File: config.mk
export PLATFORM = sky130hd
export DESIGN_NAME = rggen_register_access_sequencer
export DESIGN_NICKNAME = d
export VERILOG_FILES = /design/src/rtl/rggen_register_access_sequencer.sv
export SDC_FILE = /design/constraint.sdc
export NUM_CORES = 1
export LEC_CHECK = 0
export ABC_AREA = 0
export BUFFER_PORTS_ARGS = -buffer_cell sky130_fd_sc_hd__buf_2
export CORE_MARGIN = 3
export CORE_UTILIZATION = 35
export DETAILED_ROUTE_END_ITERATION = 6
export PLACE_DENSITY = 0.67
export SLEW_MARGIN = 30
export SYNTH_ARGS = -nofsm -noshare
export SYNTH_HDL_FRONTEND = slang
export SYNTH_SLANG_ARGS = --single-unit
export TNS_END_PERCENT = 30
File: constraint.sdc
create_clock -name i_clk -period 1.5 [get_ports i_clk]
set_input_delay 0.15 -clock i_clk [delete_from_list [all_inputs] [get_ports i_clk]]
set_output_delay 0.15 -clock i_clk [all_outputs]
set_load 0.005 [all_outputs]
File: src/rtl/rggen_register_access_sequencer.sv
// rggen_register_access_sequencer
//
// Host-side front end of the register block. Takes one host request at a
// time, broadcasts it to every register instance, and waits for the claiming
// register to signal ready. The captured status and read data are returned
// as a held response. The block answers with DECERR when no register claims
// the address, and with SLVERR when a claimed access stalls past
// TIMEOUT_CYCLES. A TIMEOUT_CYCLES of 0 turns the timeout off.
//
// Ports
//   i_clk, i_rst_n          clock, synchronous active-low reset
//   i_req_*, o_req_ready    host request channel
//   o_rsp_*, i_rsp_ready    host response channel (held until consumed)
//   o_register_*            broadcast access, qualified by o_register_valid
//   i_register_*            per-register active/ready/status/read data,
//                           slice i at [2i+:2] / [BUS_WIDTH*i+:BUS_WIDTH]
//
// Handshakes: a transfer happens on a rising edge where valid and ready are
// both high. Once valid is raised, the payload stays stable until that edge.
// This block never drops a raised valid on its own.
module rggen_register_access_sequencer #(
    parameter int ADDRESS_WIDTH  = 8,
    parameter int BUS_WIDTH      = 32,
    parameter int REGISTERS      = 1,
    parameter int TIMEOUT_CYCLES = 0
) (
    input  logic                           i_clk,
    input  logic                           i_rst_n,
    input  logic                           i_req_valid,
    output logic                           o_req_ready,
    input  logic [ADDRESS_WIDTH-1:0]       i_req_address,
    input  logic                           i_req_write,
    input  logic [BUS_WIDTH-1:0]           i_req_write_data,
    input  logic [BUS_WIDTH/8-1:0]         i_req_strobe,
    output logic                           o_rsp_valid,
    input  logic                           i_rsp_ready,
    output logic [1:0]                     o_rsp_status,
    output logic [BUS_WIDTH-1:0]           o_rsp_read_data,
    output logic                           o_register_valid,
    output logic [ADDRESS_WIDTH-1:0]       o_register_address,
    output logic                           o_register_write,
    output logic [BUS_WIDTH-1:0]           o_register_write_data,
    output logic [BUS_WIDTH/8-1:0]         o_register_strobe,
    input  logic [REGISTERS-1:0]           i_register_active,
    input  logic [REGISTERS-1:0]           i_register_ready,
    input  logic [2*REGISTERS-1:0]         i_register_status,
    input  logic [BUS_WIDTH*REGISTERS-1:0] i_register_read_data
);

    localparam int LSB_WIDTH   = $clog2(BUS_WIDTH / 8);
    // A disabled timeout still gets a 1-bit counter so no signal has zero width.
    localparam int COUNT_WIDTH = (TIMEOUT_CYCLES > 0) ? $clog2(TIMEOUT_CYCLES + 1) : 1;
    localparam logic [ADDRESS_WIDTH-1:0] ADDRESS_MASK = {ADDRESS_WIDTH{1'b1}} << LSB_WIDTH;

    localparam logic [1:0] STATUS_SLVERR = 2'b10;
    localparam logic [1:0] STATUS_DECERR = 2'b11;

    typedef enum logic [1:0] {
        IDLE = 2'd0,
        BUSY = 2'd1,
        RESP = 2'd2
    } state_e;

    state_e                   state;
    state_e                   state_next;
    logic [COUNT_WIDTH-1:0]   count;
    logic                     count_up;
    logic                     any_ready;
    logic                     any_active;
    logic                     timeout;
    logic [1:0]               ready_status;
    logic [BUS_WIDTH-1:0]     ready_data;
    logic                     load_rsp;
    logic [1:0]               status_next;
    logic [BUS_WIDTH-1:0]     data_next;

    // At most one register may be ready, so OR-ing the ready-masked slices
    // selects the responder without a priority encoder.
    always_comb begin
        ready_status = '0;
        ready_data   = '0;
        for (int i = 0; i < REGISTERS; i++) begin
            if (i_register_ready[i]) begin
                ready_status = ready_status | i_register_status[2*i+:2];
                ready_data   = ready_data | i_register_read_data[BUS_WIDTH*i+:BUS_WIDTH];
            end
        end
    end

    assign any_ready  = |i_register_ready;
    assign any_active = |i_register_active;
    // Fires in the BUSY cycle that would be the TIMEOUT_CYCLES-th stalled one.
    assign timeout    = (TIMEOUT_CYCLES > 0) &&
                        (count == COUNT_WIDTH'(TIMEOUT_CYCLES - 1));

    always_comb begin
        state_next  = state;
        load_rsp    = 1'b0;
        count_up    = 1'b0;
        status_next = o_rsp_status;
        data_next   = o_rsp_read_data;
        case (state)
            IDLE: begin
                if (i_req_valid) begin
                    state_next = BUSY;
                end
            end
            BUSY: begin
                // Ready wins over decode error and timeout in the same cycle.
                if (any_ready) begin
                    state_next  = RESP;
                    load_rsp    = 1'b1;
                    status_next = ready_status;
                    data_next   = o_register_write ? '0 : ready_data;
                end else if (!any_active) begin
                    state_next  = RESP;
                    load_rsp    = 1'b1;
                    status_next = STATUS_DECERR;
                    data_next   = '0;
                end else if (timeout) begin
                    state_next  = RESP;
                    load_rsp    = 1'b1;
                    status_next = STATUS_SLVERR;
                    data_next   = '0;
                end else begin
                    count_up = 1'b1;
                end
            end
            RESP: begin
                if (i_rsp_ready) begin
                    state_next = IDLE;
                end
            end
            default: begin
                state_next = IDLE;
            end
        endcase
    end

    always_ff @(posedge i_clk) begin
        if (!i_rst_n) begin
            state                 <= IDLE;
            count                 <= '0;
            o_register_address    <= '0;
            o_register_write      <= 1'b0;
            o_register_write_data <= '0;
            o_register_strobe     <= '0;
            o_rsp_status          <= '0;
            o_rsp_read_data       <= '0;
        end else begin
            state <= state_next;
            if ((state == IDLE) && i_req_valid) begin
                o_register_address    <= i_req_address & ADDRESS_MASK;
                o_register_write      <= i_req_write;
                o_register_write_data <= i_req_write_data;
                o_register_strobe     <= i_req_strobe;
                count                 <= '0;
            end else if (count_up) begin
                count <= count + COUNT_WIDTH'(1);
            end
            if (load_rsp) begin
                o_rsp_status    <= status_next;
                o_rsp_read_data <= data_next;
            end
        end
    end

    // Handshake flags are decoded from state alone, so nothing on the
    // register side reaches the host side combinationally.
    assign o_req_ready      = (state == IDLE);
    assign o_register_valid = (state == BUSY);
    assign o_rsp_valid      = (state == RESP);

`ifdef RGGEN_ENABLE_SVA
    ast_onehot_ready: assert property (@(posedge i_clk) disable iff (!i_rst_n)
        o_register_valid |-> $onehot0(i_register_ready));
    ast_onehot_active: assert property (@(posedge i_clk) disable iff (!i_rst_n)
        o_register_valid |-> $onehot0(i_register_active));
`endif

endmodule

==> flow_summary.toml <==
[run_status]
outcome = "finished, final reports clean"

[place]
portBuffers = 162
post-place-cells = 597
hpwl_after_detailed_placement_um = 5540
dp_slack_ns = 0.0849
place_congestion = 0.726

[synthesis]
synth_top_family_by_area = "compound AO/OA/AOI/OAI gates"
multiplexer_area_fraction_after_synthesis_pct = 0
synth_cells = 360
yosys.area_share.adder_pct = 0
yosysTopAreaCellShare_pct = 51.8
yosysSeqAreaShare_pct = 51.8
synth-compound-area-share_pct = 22.7
synthTopCellsByCount = "sky130_fd_sc_hd__dfxtp_1, sky130_fd_sc_hd__nand2_1, sky130_fd_sc_hd__nand3_1, sky130_fd_sc_hd__a21oi_1, sky130_fd_sc_hd__a31o_1"
postSynthRegisterBits = 79
yosys.area_share.simple_pct = 18.4
ranking_of_synthesized_cells_by_area = "sky130_fd_sc_hd__dfxtp_1, sky130_fd_sc_hd__nand2_1, sky130_fd_sc_hd__a31o_1"
post_synth_xor_area_fraction_pct = 0
postSynth.topFlopCell = "sky130_fd_sc_hd__dfxtp_1"
post-synth-top-count-cell = "sky130_fd_sc_hd__dfxtp_1"
synth.lib_cells_used.distinct = 20
average_instance_area_after_synthesis_um2 = 8.49
synthesis.yosys.warnings = 0
synthArstFlopShare_pct = 0
synth_top_cell_by_area = "sky130_fd_sc_hd__dfxtp_1"
synth_edf_count = 0
syn-cell-area_um2 = 3060

[floorplan]
core.rowCount = 33
die_area_um2 = 9890
io_pins = 167
initial_core_util_pct = 36.6
die_h_um = 99.4
core_area_um2 = 8340
die_x_um = 99.4

[pwr]
power_switching_w = 0.00114
seq_power_share_pct = 49.9
static-leakage-power_nw = 1.92
power_switching_share_pct = 25.1
power_frac_comb_pct = 13.0
power_per_cell_area_nw_per_um2 = 1100
vdd_drop_max_uv = 513
post-layout-total-power_w = 0.00455
clock_power_share_pct = 37.2
cell_internal_power_w = 0.00341

[cells_and_area]
final-instance-count-excl-fill = 613
layout.nets = 589
drive_above_1_share_pct = 37.2
filler_cell_count = 817
antenna-diode-count = 0
syn2layout_area_growth_pct = 35.7
post-route-util_pct = 49.7

[hold_path]
hp-class = "input pin to flip-flop"
hold_path_end = "o_register_write_data[29]"
timing.hold.worst.start = "i_req_write_data[29]"
min_delay_path_depth = 3

[global_route]
grt_util_all_layers_pct = 16.0
vias_in_the_first_global_route = 2803
grt_pass1_wl_um = 12900
grt_max_degree = 88
number_of_antenna_violations_at_the_first_check_in_global_routing = 0
global_route.overflow_total = 0

[critical_path]
timing.rr.start = "state[0]"
crit_path_required_time_ns = 1.35
critPathCaptureType = "primary output"
worst_setup_path_start_kind = "flip-flop"
slowest_stage = "sky130_fd_sc_hd__dfxtp_2"
regToRegEndpoint = "o_rsp_status[1]"
timing_worst_setup_path_type = "flip-flop to primary output"
setup.worst_path.start = "state[0]"
timing.critical_path.cells = "nor2b_2 > buf_4 > buf_2"
timing.reg2reg.worst_path_depth = 4
timing.critical_path.slowest_cell_delay_ns = 0.38
crit_fanout = 10
worstPathArrival_ns = 1.22
timing.reg2reg.setup_slack_ns = 0.19

[timing]
unrepaired_setup_endpoints_after_global_routing = "no"
number_of_hold_violations_in_the_final_report = 0
fin_tns_setup_ns = 0
report.final.setup_viol = 0
timing.final.ws_setup_ns = 0.131
drv_slew = 0
min_period_ns = 1.37
finClkSkew_ns = 0.00747
final_min_period_over_clock_period_pct = 91.2
fmax_mhz = 731

[clocking]
cts_clk_pin_slew_worst_paths_ns = 0.08
cts_tree = "done"
clock_path_buffers = 2
cts_inserted_buffers = 9
clock-sinks = 79
cts_root_buffer = "sky130_fd_sc_hd__clkbuf_8"
h_tree_levels = 3
clk_lat_worst_skew_ns = 0.34

[detailed_routing]
final_routed_wirelength_um = 8040
drt-initial-drc-count = 123
drcViolationCount = 0
dr_total_vias = 3003
drt-wirelength-per-cell_um = 13.1
first_pass_iters = 4
antenna_left = 0
viasPerCell = 4.90

[flow_run]
max_cap_viol_count = 0
[registers in the layout, summed over array words and instances, names as in the netlist]
signal	cells
o_register_write	1
o_register_strobe	4
o_register_address	6
o_register_write_data	32
o_rsp_read_data	32
o_rsp_status	2
state	2
[cells in the final DEF (no fill, tap or decap), types with 2 or more instances in the layout]
cell type                    count
sky130_fd_sc_hd__a21oi_1        32
sky130_fd_sc_hd__a31o_1         32
sky130_fd_sc_hd__buf_12          4
sky130_fd_sc_hd__buf_2         161
sky130_fd_sc_hd__buf_4           5
sky130_fd_sc_hd__bufinv_16       2
sky130_fd_sc_hd__clkbuf_8        9
sky130_fd_sc_hd__clkinvlp_4      2
sky130_fd_sc_hd__conb_1          2
sky130_fd_sc_hd__dfxtp_1        78
sky130_fd_sc_hd__nand2_1        77
sky130_fd_sc_hd__nand3_1        43
sky130_fd_sc_hd__nor2b_1         2
sky130_fd_sc_hd__o21a_1          2
sky130_fd_sc_hd__o21ai_0        14
sky130_fd_sc_hd__o21ai_1        29
sky130_fd_sc_hd__o221a_1         2
[final cells by class]
| class | instances | area (um2) | share of cell area [%] |
|---|---|---|---|
| clock buffers | 10 | 128 | 3.08 |
| flip-flops and latches | 79 | 1580 | 38.2 |
| repair buffers | 172 | 945 | 22.8 |
| multi-input cells | 242 | 1270 | 30.8 |
| well taps | 105 | 131 | 3.17 |
| clock inverters | 5 | 83.8 | 2.02 |
[power by group through the flow]
| stage | Sequential (W) | Combinational, W | Clock, W |
|---|---|---|---|
| 3_3_place_gp | 0.00231 | 0.000584 | 0 |
| 6_report | 0.00227 | 0.000591 | 0.00169 |
| 3_5_place_dp | 0.00231 | 0.000594 | 0 |
| 4_1_cts | 0.00227 | 0.000595 | 0.00176 |
| 5_1_grt | 0.00228 | 0.000663 | 0.00185 |
| 2_1_floorplan | 0.00232 | 0.000301 | 0 |
[metrics by stage]
stage | hold WS, ns | cell area [um2]
floorplan | 0.280 | 3060
global placement | 0.363 | 3920
detailed placement | 0.370 | 3920
CTS | 0.000405 | 4140
global route | 0.00369 | 4150
finish | 0.0247 | 4150
[critical path, delay by kind of cell, from the launching register on]
family | cells | cell delay [ns]
DFF | 1 | 0.38
buffers and inverters | 2 | 0.32
and+or+nand+nor | 1 | 0.19
[worst max path at each step]
stage               slack, ns                   to
floorplan                0.22  o_rsp_read_data[10]
global route             0.05     o_register_valid
global placement         0.12      o_rsp_status[0]
detailed placement       0.08      o_rsp_status[0]
finish                   0.13     o_register_valid
CTS                      0.02     o_register_valid
[logic make-up after synthesis]
logic type | count (synthesis)
AND/OR/NAND/NOR | 129
AO/OA/AOI/OAI | 111
flip-flops | 79
buffers and inverters | 40
other | 1
[layer usage]
metal | track usage [%] | part of all wire [%] | up-vias
met4 | 5.99 | 1.0 | 0
li1 | - | - | 1528
met1 | 20.8 | 46 | 1349
met3 | 5.47 | 9.3 | 8
met5 | 0 | 0 | -
met2 | 24.5 | 44 | 118
[repair_timing]
| item | 4_1_cts | 5_1_grt |
|---|---|---|
| buffers inserted | 0 | 0 |
| hold buffers | 1 | 0 |
| hold endpoints to repair | 1 | 0 |
| setup endpoints to repair | 0 | 34 |
| gates resized for setup | 0 | 2 |
Power figures use the tool's default switching activity.
